$ cat config.mk
export PLATFORM = sky130hd
export DESIGN_NAME = vxe_axi_wr_master_flat
export DESIGN_NICKNAME = d
export VERILOG_FILES = /design/src/rtl/vxe_axi_wr_master_if.sv /design/src/rtl/vxe_axi_wr_master.sv /design/src/flat_wrapper.sv
export SDC_FILE = /design/constraint.sdc
export NUM_CORES = 1
export LEC_CHECK = 0
export CAP_MARGIN = 10
export CORE_ASPECT_RATIO = 1.2
export CORE_MARGIN = 3
export CORE_UTILIZATION = 40
export DETAILED_ROUTE_END_ITERATION = 8
export GPL_TIMING_DRIVEN = 0
export HOLD_SLACK_MARGIN = 0.02
export PLACE_DENSITY = 0.8
export SLEW_MARGIN = 20
export SYNTH_ARGS = -nofsm -noshare
export SYNTH_HDL_FRONTEND = slang
export SYNTH_SLANG_ARGS = --single-unit
$ cat constraint.sdc
create_clock -name clk -period 5.1 [get_ports clk]
set_input_delay 1.02 -clock clk [delete_from_list [all_inputs] [get_ports clk]]
set_output_delay 1.02 -clock clk [all_outputs]
set_load 0.01 [all_outputs]
$ cat src/rtl/vxe_axi_wr_master_if.sv
// Bus bundle between the VxE switch BIU write queue, the write master and the AXI slave.
// The master modport is the write-master side; slave is the switch/AXI environment.
interface vxe_axi_wr_master_if;

  // switch write queue head and B return path
  logic        biu_awvalid;
  logic [5:0]  biu_awcid;
  logic [39:0] biu_awaddr;
  logic [63:0] biu_awdata;
  logic [7:0]  biu_awstrb;
  logic        biu_awpop;
  logic [5:0]  biu_bcid;
  logic [1:0]  biu_bresp;
  logic        biu_bpush;
  logic        biu_bready;

  // AXI4 AW channel
  logic [5:0]  m_awid;
  logic [39:0] m_awaddr;
  logic [7:0]  m_awlen;
  logic [2:0]  m_awsize;
  logic [1:0]  m_awburst;
  logic        m_awvalid;
  logic        m_awready;

  // AXI4 W channel
  logic [63:0] m_wdata;
  logic [7:0]  m_wstrb;
  logic        m_wlast;
  logic        m_wvalid;
  logic        m_wready;

  // AXI4 B channel
  logic [5:0]  m_bid;
  logic [1:0]  m_bresp;
  logic        m_bvalid;
  logic        m_bready;

  modport master (
    input  biu_awvalid, biu_awcid, biu_awaddr, biu_awdata, biu_awstrb, biu_bready,
    output biu_awpop, biu_bcid, biu_bresp, biu_bpush,
    output m_awid, m_awaddr, m_awlen, m_awsize, m_awburst, m_awvalid,
    input  m_awready,
    output m_wdata, m_wstrb, m_wlast, m_wvalid,
    input  m_wready,
    input  m_bid, m_bresp, m_bvalid,
    output m_bready
  );

  modport slave (
    output biu_awvalid, biu_awcid, biu_awaddr, biu_awdata, biu_awstrb, biu_bready,
    input  biu_awpop, biu_bcid, biu_bresp, biu_bpush,
    input  m_awid, m_awaddr, m_awlen, m_awsize, m_awburst, m_awvalid,
    output m_awready,
    input  m_wdata, m_wstrb, m_wlast, m_wvalid,
    output m_wready,
    output m_bid, m_bresp, m_bvalid,
    input  m_bready
  );

endinterface

$ cat src/rtl/vxe_axi_wr_master.sv
// Single-beat AXI4 write master behind the VxE switch: pops BIU write entries, issues AW/W,
// returns B responses through a 1-entry register and bounds in-flight writes.
module vxe_axi_wr_master #(
  parameter int unsigned MAX_OUTST = 16,
  localparam int unsigned CW = $clog2(MAX_OUTST + 1)
) (
  input  logic                    clk,
  input  logic                    rst,
  vxe_axi_wr_master_if.master     bus,
  output logic [CW-1:0]           o_outst,
  output logic                    o_err_unexp
);

  localparam int unsigned IDW   = 6;
  localparam int unsigned ADW   = 40;
  localparam int unsigned DW    = 64;
  localparam int unsigned SW    = 8;
  localparam int unsigned RW    = 2;

  typedef enum logic {
    IDLE = 1'b0,
    SEND = 1'b1
  } state_t;

  state_t           state;
  logic             aw_pend;
  logic             w_pend;
  logic [IDW-1:0]   id_q;
  logic [ADW-1:0]   addr_q;
  logic [DW-1:0]    data_q;
  logic [SW-1:0]    strb_q;

  logic             b_vld;
  logic [IDW-1:0]   bid_q;
  logic [RW-1:0]    bresp_q;

  logic [CW-1:0]    outst;
  logic             err_q;

  logic             aw_done_c;
  logic             w_done_c;
  logic             done_c;
  logic             b_hs_c;
  logic             room_c;
  logic             can_pop_c;

  // Pop decision: a new entry may follow in the cycle the current write finishes.
  // The B handshake frees a slot in the same cycle, so a full counter can still pop then.
  always_comb begin
    aw_done_c = ~aw_pend | bus.m_awready;
    w_done_c  = ~w_pend  | bus.m_wready;
    done_c    = (state == SEND) & aw_done_c & w_done_c;
    b_hs_c    = bus.m_bvalid & bus.m_bready;
    room_c    = (outst < CW'(MAX_OUTST)) | b_hs_c;
    can_pop_c = ~rst & bus.biu_awvalid & room_c & ((state == IDLE) | done_c);
  end

  // Issue FSM: holding registers and independent AW/W pending flags.
  always_ff @(posedge clk or posedge rst) begin
    if (rst) begin
      state   <= IDLE;
      aw_pend <= 1'b0;
      w_pend  <= 1'b0;
      id_q    <= '0;
      addr_q  <= '0;
      data_q  <= '0;
      strb_q  <= '0;
    end else if (can_pop_c) begin
      state   <= SEND;
      aw_pend <= 1'b1;
      w_pend  <= 1'b1;
      id_q    <= bus.biu_awcid;
      addr_q  <= bus.biu_awaddr;
      data_q  <= bus.biu_awdata;
      strb_q  <= bus.biu_awstrb;
    end else begin
      if (done_c) begin
        state <= IDLE;
      end
      if (bus.m_awready) begin
        aw_pend <= 1'b0;
      end
      if (bus.m_wready) begin
        w_pend <= 1'b0;
      end
    end
  end

  // Outstanding counter; a B with nothing in flight leaves it at zero and flags the error.
  always_ff @(posedge clk or posedge rst) begin
    if (rst) begin
      outst <= '0;
      err_q <= 1'b0;
    end else begin
      unique case ({can_pop_c, b_hs_c})
        2'b10: begin
          if (outst != CW'(MAX_OUTST)) begin
            outst <= outst + CW'(1);
          end
        end
        2'b01: begin
          if (outst != '0) begin
            outst <= outst - CW'(1);
          end else begin
            err_q <= 1'b1;
          end
        end
        default: begin
        end
      endcase
    end
  end

  // One-entry B return register; unload and reload in the same cycle keeps it full.
  always_ff @(posedge clk or posedge rst) begin
    if (rst) begin
      b_vld   <= 1'b0;
      bid_q   <= '0;
      bresp_q <= '0;
    end else if (b_hs_c) begin
      b_vld   <= 1'b1;
      bid_q   <= bus.m_bid;
      bresp_q <= bus.m_bresp;
    end else if (bus.biu_bready) begin
      b_vld   <= 1'b0;
    end
  end

  assign bus.biu_awpop = can_pop_c;

  assign bus.m_awid    = id_q;
  assign bus.m_awaddr  = addr_q;
  assign bus.m_awlen   = 8'd0;
  assign bus.m_awsize  = 3'd3;
  assign bus.m_awburst = 2'b01;
  assign bus.m_awvalid = aw_pend;

  assign bus.m_wdata   = data_q;
  assign bus.m_wstrb   = strb_q;
  assign bus.m_wlast   = 1'b1;
  assign bus.m_wvalid  = w_pend;

  assign bus.m_bready  = ~b_vld | bus.biu_bready;
  assign bus.biu_bpush = b_vld & bus.biu_bready;
  assign bus.biu_bcid  = bid_q;
  assign bus.biu_bresp = bresp_q;

  assign o_outst       = outst;
  assign o_err_unexp   = err_q;

endmodule

$ cat src/flat_wrapper.sv
// flat-port wrapper written by rule: the top's interface ports become plain ports
module vxe_axi_wr_master_flat 
#(
  parameter int unsigned MAX_OUTST = 16,
  localparam int unsigned CW = $clog2(MAX_OUTST + 1)
)
  (clk, rst, o_outst, o_err_unexp, bus_biu_awvalid, bus_biu_awcid, bus_biu_awaddr, bus_biu_awdata, bus_biu_awstrb, bus_biu_bready, bus_biu_awpop, bus_biu_bcid, bus_biu_bresp, bus_biu_bpush, bus_m_awid, bus_m_awaddr, bus_m_awlen, bus_m_awsize, bus_m_awburst, bus_m_awvalid, bus_m_awready, bus_m_wdata, bus_m_wstrb, bus_m_wlast, bus_m_wvalid, bus_m_wready, bus_m_bid, bus_m_bresp, bus_m_bvalid, bus_m_bready);
  vxe_axi_wr_master_if bus_i ();
  input  logic clk;
  input  logic rst;
  output logic [CW-1:0] o_outst;
  output logic o_err_unexp;
  input wire logic [$bits(bus_i.biu_awvalid)-1:0] bus_biu_awvalid;
  input wire logic [$bits(bus_i.biu_awcid)-1:0] bus_biu_awcid;
  input wire logic [$bits(bus_i.biu_awaddr)-1:0] bus_biu_awaddr;
  input wire logic [$bits(bus_i.biu_awdata)-1:0] bus_biu_awdata;
  input wire logic [$bits(bus_i.biu_awstrb)-1:0] bus_biu_awstrb;
  input wire logic [$bits(bus_i.biu_bready)-1:0] bus_biu_bready;
  output wire logic [$bits(bus_i.biu_awpop)-1:0] bus_biu_awpop;
  output wire logic [$bits(bus_i.biu_bcid)-1:0] bus_biu_bcid;
  output wire logic [$bits(bus_i.biu_bresp)-1:0] bus_biu_bresp;
  output wire logic [$bits(bus_i.biu_bpush)-1:0] bus_biu_bpush;
  output wire logic [$bits(bus_i.m_awid)-1:0] bus_m_awid;
  output wire logic [$bits(bus_i.m_awaddr)-1:0] bus_m_awaddr;
  output wire logic [$bits(bus_i.m_awlen)-1:0] bus_m_awlen;
  output wire logic [$bits(bus_i.m_awsize)-1:0] bus_m_awsize;
  output wire logic [$bits(bus_i.m_awburst)-1:0] bus_m_awburst;
  output wire logic [$bits(bus_i.m_awvalid)-1:0] bus_m_awvalid;
  input wire logic [$bits(bus_i.m_awready)-1:0] bus_m_awready;
  output wire logic [$bits(bus_i.m_wdata)-1:0] bus_m_wdata;
  output wire logic [$bits(bus_i.m_wstrb)-1:0] bus_m_wstrb;
  output wire logic [$bits(bus_i.m_wlast)-1:0] bus_m_wlast;
  output wire logic [$bits(bus_i.m_wvalid)-1:0] bus_m_wvalid;
  input wire logic [$bits(bus_i.m_wready)-1:0] bus_m_wready;
  input wire logic [$bits(bus_i.m_bid)-1:0] bus_m_bid;
  input wire logic [$bits(bus_i.m_bresp)-1:0] bus_m_bresp;
  input wire logic [$bits(bus_i.m_bvalid)-1:0] bus_m_bvalid;
  output wire logic [$bits(bus_i.m_bready)-1:0] bus_m_bready;
  assign bus_i.biu_awvalid = bus_biu_awvalid;
  assign bus_i.biu_awcid = bus_biu_awcid;
  assign bus_i.biu_awaddr = bus_biu_awaddr;
  assign bus_i.biu_awdata = bus_biu_awdata;
  assign bus_i.biu_awstrb = bus_biu_awstrb;
  assign bus_i.biu_bready = bus_biu_bready;
  assign bus_biu_awpop = bus_i.biu_awpop;
  assign bus_biu_bcid = bus_i.biu_bcid;
  assign bus_biu_bresp = bus_i.biu_bresp;
  assign bus_biu_bpush = bus_i.biu_bpush;
  assign bus_m_awid = bus_i.m_awid;
  assign bus_m_awaddr = bus_i.m_awaddr;
  assign bus_m_awlen = bus_i.m_awlen;
  assign bus_m_awsize = bus_i.m_awsize;
  assign bus_m_awburst = bus_i.m_awburst;
  assign bus_m_awvalid = bus_i.m_awvalid;
  assign bus_i.m_awready = bus_m_awready;
  assign bus_m_wdata = bus_i.m_wdata;
  assign bus_m_wstrb = bus_i.m_wstrb;
  assign bus_m_wlast = bus_i.m_wlast;
  assign bus_m_wvalid = bus_i.m_wvalid;
  assign bus_i.m_wready = bus_m_wready;
  assign bus_i.m_bid = bus_m_bid;
  assign bus_i.m_bresp = bus_m_bresp;
  assign bus_i.m_bvalid = bus_m_bvalid;
  assign bus_m_bready = bus_i.m_bready;
  vxe_axi_wr_master #(.MAX_OUTST(MAX_OUTST)) u_core (.clk(clk), .rst(rst), .bus(bus_i), .o_outst(o_outst), .o_err_unexp(o_err_unexp));
endmodule
# Yosys cells after proc, flatten, opt, wreduce, memory -nomap -nowiden
# Cells that the tools add are included.
# W data, S select, Z words.
[op_classes]
add_sub_neg = 2
order_cmp = 1
n_eq_ne = 5
mux = 11
bitwise_logic = 18
n_reduce_logical = 8
[op_table]
columns = ["operator", "n"]
rows = [
  ["$mux W5", 2],
  ["$pmux W5 S2", 1],
  ["$reduce_bool A2 Y1", 5],
  ["$mux W1", 8],
  ["$and A1 B1 Y1", 7],
  ["$not A1 Y1", 6],
  ["$add A5 B1 Y5 const B", 1],
  ["$lt A5 B5 Y1 const B", 1],
  ["$ne A5 B5 Y1 const B", 1],
  ["$or A1 B1 Y1", 5],
  ["$reduce_bool A5 Y1", 1],
  ["$sub A5 B1 Y5 const B", 1],
  ["$ne A2 B1 Y1 const B", 2],
  ["$reduce_and A3 Y1", 1],
  ["$eq A2 B1 Y1 const B", 1],
  ["$eq A2 B2 Y1 const B", 1],
  ["$reduce_and A2 Y1", 1],
]
[word_totals]
reg_bits = 136
input_bits = 133
out_inout_bits = 151

# Longest topological paths before layout
[logic_depth]
word_depth = 9
ltp_mapped = 10
depth_no_buf = 10

# Least setup slack after synthesis
# No wires, ideal clock.
[synth_timing]
path_type = "input to output"
from = "in bus_biu_bready"
to = "out bus_biu_awpop"
t_arrival_ns = 2.015
required_ns = 4.080
slack_ns = 2.065
stages = 7
path_cell_list = "nand2b_4 > nand2_1 > a21o_1 > buf_2 > buf_6 > buf_6 > inv_1"
[synth_via]
elab_chain_cells = 5
[synth_rtl]
columns = ["item", "line", "text"]
rows = [
  ["start, declared", "flat_wrapper.sv:18", "input wire logic [$bits(bus_i.biu_bready)-1:0] bus_biu_bready;"],
  ["$or A1 B1 Y1", "vxe_axi_wr_master.sv:143", "assign bus.m_bready = ~b_vld | bus.biu_bready;"],
  ["$and A1 B1 Y1", "vxe_axi_wr_master.sv:53", "b_hs_c = bus.m_bvalid & bus.m_bready;"],
  ["$or A1 B1 Y1", "vxe_axi_wr_master.sv:54", "room_c = (outst < CW'(MAX_OUTST)) | b_hs_c;"],
  ["$and A1 B1 Y1 (2 in series)", "vxe_axi_wr_master.sv:55", "can_pop_c = ~rst & bus.biu_awvalid & room_c & ((state == IDLE) | done_c);"],
  ["end, declared", "flat_wrapper.sv:19", "output wire logic [$bits(bus_i.biu_awpop)-1:0] bus_biu_awpop;"],
]
# No other way between the ends.

# Final worst setup path
[layout_timing]
from = "in rst"
to = "out bus_biu_awpop"
[layout_via]
elab_chain_cells = 4
[layout_rtl]
columns = ["item", "line", "text"]
rows = [
  ["start, declared", "flat_wrapper.sv:10", "input logic rst;"],
  ["$not A1 Y1", "vxe_axi_wr_master.sv:55", ""],
  ["$and A1 B1 Y1 (3 in series)", "vxe_axi_wr_master.sv:55", ""],
]
# No other way between the ends.

==> qor.yml <==
pwr:
  p_switching_mw: 1.38
  vdd_drop_max_mv: 0.311
  p_seq_share_pct: 35.8
  powerDensity_nw_per_um2: 540
  p_sw_share_pct: 27.8
  total_power_mw: 4.98
  internal_power_mw: 3.60
  p_leak_nw: 4.21
  clkPwrFrac_pct: 23.7
  power_frac_comb_pct: 40.6
yosys:
  synth_cell_types: 35
  synth_cells: 356
  synth-seq-area-share_pct: 59.9
  syn_area_um2: 5680
  syn_area_per_cell_um2: 16.0
  yosysWarnings: 0
  ys_seq_elements: 136
route:
  ant_nets: 0
  drc: 0
  via_per_inst: 4.66
  dr.first_iter.drc_count: 99
  drt-total-wl_mm: 15.1
  wl_per_cell_um: 18.0
  via_count: 3899
  first_pass_iters: 4
critical_path:
  cp-start-kind: "primary input"
  cp_top_family: "buffers and inverters"
  slowest_delay_ps: 570
  crit_end: "bus_biu_awpop"
  crit_chain: "clkdlybuf4s50_1 > nand2b_1 > inv_1 > nand2_1 > a21o_1 > buf_2 > buf_6 > buf_6 > inv_1 > clkdlybuf4s50_1"
  arrival_ps: 3340
  startpoint: "rst"
  r2r_start: "u_core.b_vld"
  worstPathRequired_ps: 4080
  crit_slowest_cell: "clkdlybuf4s50_1"
  end_kind: "primary output"
  r2r_end: "u_core.o_outst[2]"
  reg2reg_depth: 9
  worst-path-buf-inv: 7
  crit_type: "in -> out"
  cp_max_fo: 10
  cp_num_cells: 10
  rrSetupSlack_ps: 2490
clock_network:
  cts_resized: 0
  numCtsBuffers: 17
  cts_sinks: 136
  htree_levels: 4
  clockBufferDepth: 2
  cts.clk_slew.worst_paths_ps: 50
  ctsHoldBuffers: 0
  cts_setup_buffers: 0
  cts_tree: "yes"
  cts-root-buf: "clkbuf_16"
  worstSkewPairLatency_ps: 410
timing:
  setup_viol: 0
  timing.hold.ws_ps: 477
  skew_ps: 10.4
  maxSlewViolCount: 0
  rsz0062_at_grt: "false"
  min_period_ps: 4360
  hold_viol_final: 0
  fin_crit_sh_pct: 85.5
  max_freq_ghz: 0.229
  fin_setup_tns_ps: 0
final_layout:
  fill_cells: 1015
  areaGrowthSynthToFinish_pct: 62.4
  nets: 791
  drive_gt1_share_pct: 26.5
  antenna_cells: 0
  final_cells: 836
floorplan:
  fp-row-count: 47
  io_pins: 284
  start_util_pct: 40.9
  core_um2: 13900
  die-area_um2: 15700
  fp.dieW_um: 115
  die_y_um: 137
min_path:
  min_path_type: "reg -> reg"
placed_design:
  port_buffers: 269
  dp_hpwl_mm: 11.4
  dp.cells: 809
  place_congestion: 0.845
global_route:
  grt_antenna_before_repair: 0
  grt_pass1_wl_mm: 22.8
  overflow: 0
  track_usage_pct: 19.0
  grt_max_degree: 74
  grt_pass1_vias: 4365
flow_run:
  maxCapViolCount: 0
status:
  outcome: "finished, final reports clean"
[layer usage]
layer	track usage (%)	part of all wire (%)
met1	19.8	35
met4	9.46	3.3
met5	0	0
met3	7.12	8.4
met2	33.5	53
[kinds of logic (layout without fill, tap and decap cells)]
group	Yosys count	after routing	share of synthesized area (%)
multiplexers	119	119	28.6
XOR/XNOR	4	4	0.617
other	2	14	0.132
buffers and inverters	32	329	4.34
AND/OR/NAND/NOR	47	47	4.16
adder cells (fa/ha/maj)	1	1	0.220
AO/OA/AOI/OAI	15	15	2.00
flip-flops	136	136	59.9
[how the worst min path moves through the flow]
stage,startpoint,end,slack [ps],cells after the start
6_report,u_core.bus.biu_bcid[3],u_core.bus.biu_bcid[3],480,2
5_1_grt,u_core.o_err_unexp,u_core.o_err_unexp,510,1
4_1_cts,u_core.bus.biu_bcid[3],u_core.bus.biu_bcid[3],480,2
3_5_place_dp,u_core.bus.biu_bcid[3],u_core.bus.biu_bcid[3],470,2
3_3_place_gp,u_core.o_err_unexp,u_core.o_err_unexp,450,1
2_1_floorplan,u_core.state,u_core.state,500,2
[metrics by stage]
step	util, %	area (um^2)	setup WS [ps]
floorplan	-	5730	441
global placement	62.2	8630	-1320
detailed placement	62.5	8670	734
CTS	66.5	9230	722
global route	66.5	9230	623
finish	66.5	9230	738
[Yosys cell counts]
master	n	area share, %
a211o_1	1	0.15
a21boi_1	1	0.13
a21o_1	2	0.26
a221oi_1	1	0.15
a22oi_1	2	0.26
a31o_2	1	0.15
and2_1	2	0.22
and3_1	1	0.11
buf_2	5	0.44
buf_4	14	1.9
buf_6	9	1.8
clkbuf_1	1	0.066
conb_1	2	0.13
dfrtp_1	136	60
ha_1	1	0.22
inv_1	3	0.20
mux2_1	2	0.40
mux2_2	41	8.1
mux2_4	76	20
nand2_1	31	2.0
nand2b_1	4	0.44
nand2b_4	1	0.24
nor2b_1	1	0.11
nor2b_4	1	0.24
nor3_1	2	0.18
nor3b_1	1	0.13
nor4_1	1	0.11
o2111ai_1	1	0.15
o211ai_1	3	0.40
o21ai_0	2	0.18
o21ai_2	1	0.15
or4_1	1	0.13
or4_4	1	0.20
xnor2_1	1	0.15
xor2_1	3	0.46
[sequential cells by signal (all words and copies together), names as in the netlist]
signal	flops
u_core.bus.m_wvalid	1
u_core.bus.biu_bcid	6
u_core.bus.m_wstrb	8
u_core.bus.m_awaddr	40
u_core.state	1
u_core.bus.m_awvalid	1
u_core.b_vld	1
u_core.o_err_unexp	1
u_core.bus.biu_bresp	2
u_core.bus.m_wdata	64
u_core.bus.m_awid	6
u_core.o_outst	5
[power groups by stage]
| stage | logic (mW) | clock network [mW] | registers [mW] |
|---|---|---|---|
| after floorplan | 0.692 | 0 | 1.96 |
| after global placement | 2.00 | 0 | 1.76 |
| after detailed placement | 2.04 | 0 | 1.78 |
| after CTS | 2.05 | 1.21 | 1.78 |
| after global routing | 2.13 | 1.25 | 1.83 |
| final | 2.02 | 1.18 | 1.78 |
[cell type report]
class / count / area, um^2 / share of cell area [%]
sequential: 136 / 3400 / 36.9
timing repair buffer: 270 / 2720 / 29.5
buffer: 29 / 235 / 2.55
tap: 171 / 214 / 2.32
inverter: 3 / 18.8 / 0.203
clock inverter: 3 / 67.6 / 0.732
clock buffer: 24 / 492 / 5.33
multi-input combinational: 200 / 2080 / 22.5
[worst min-delay path: stages (launching register included)]
cell and delay, ps:
dfrtp_1 340, nand2_1 50, nand2_1 60
[layout by cell type, fill, tap and decap left out, drive strengths merged]
cell type,count
dfrtp,136
or4,2
and3,1
clkbuf,25
o211ai,3
buf,29
clkdlybuf4s50,269
nor3b,1
a21boi,1
a22oi,2
a221oi,1
a31o,1
a21o,2
bufinv,2
xor2,3
nor3,2
a211o,1
nand2,31
o2111ai,1
mux2,119
ha,1
conb,14
and2,2
nor4,1
nor2b,2
clkinvlp,1
o21ai,3
nand2b,5
xnor2,1
inv,3
Power figures use the tool's default switching activity.
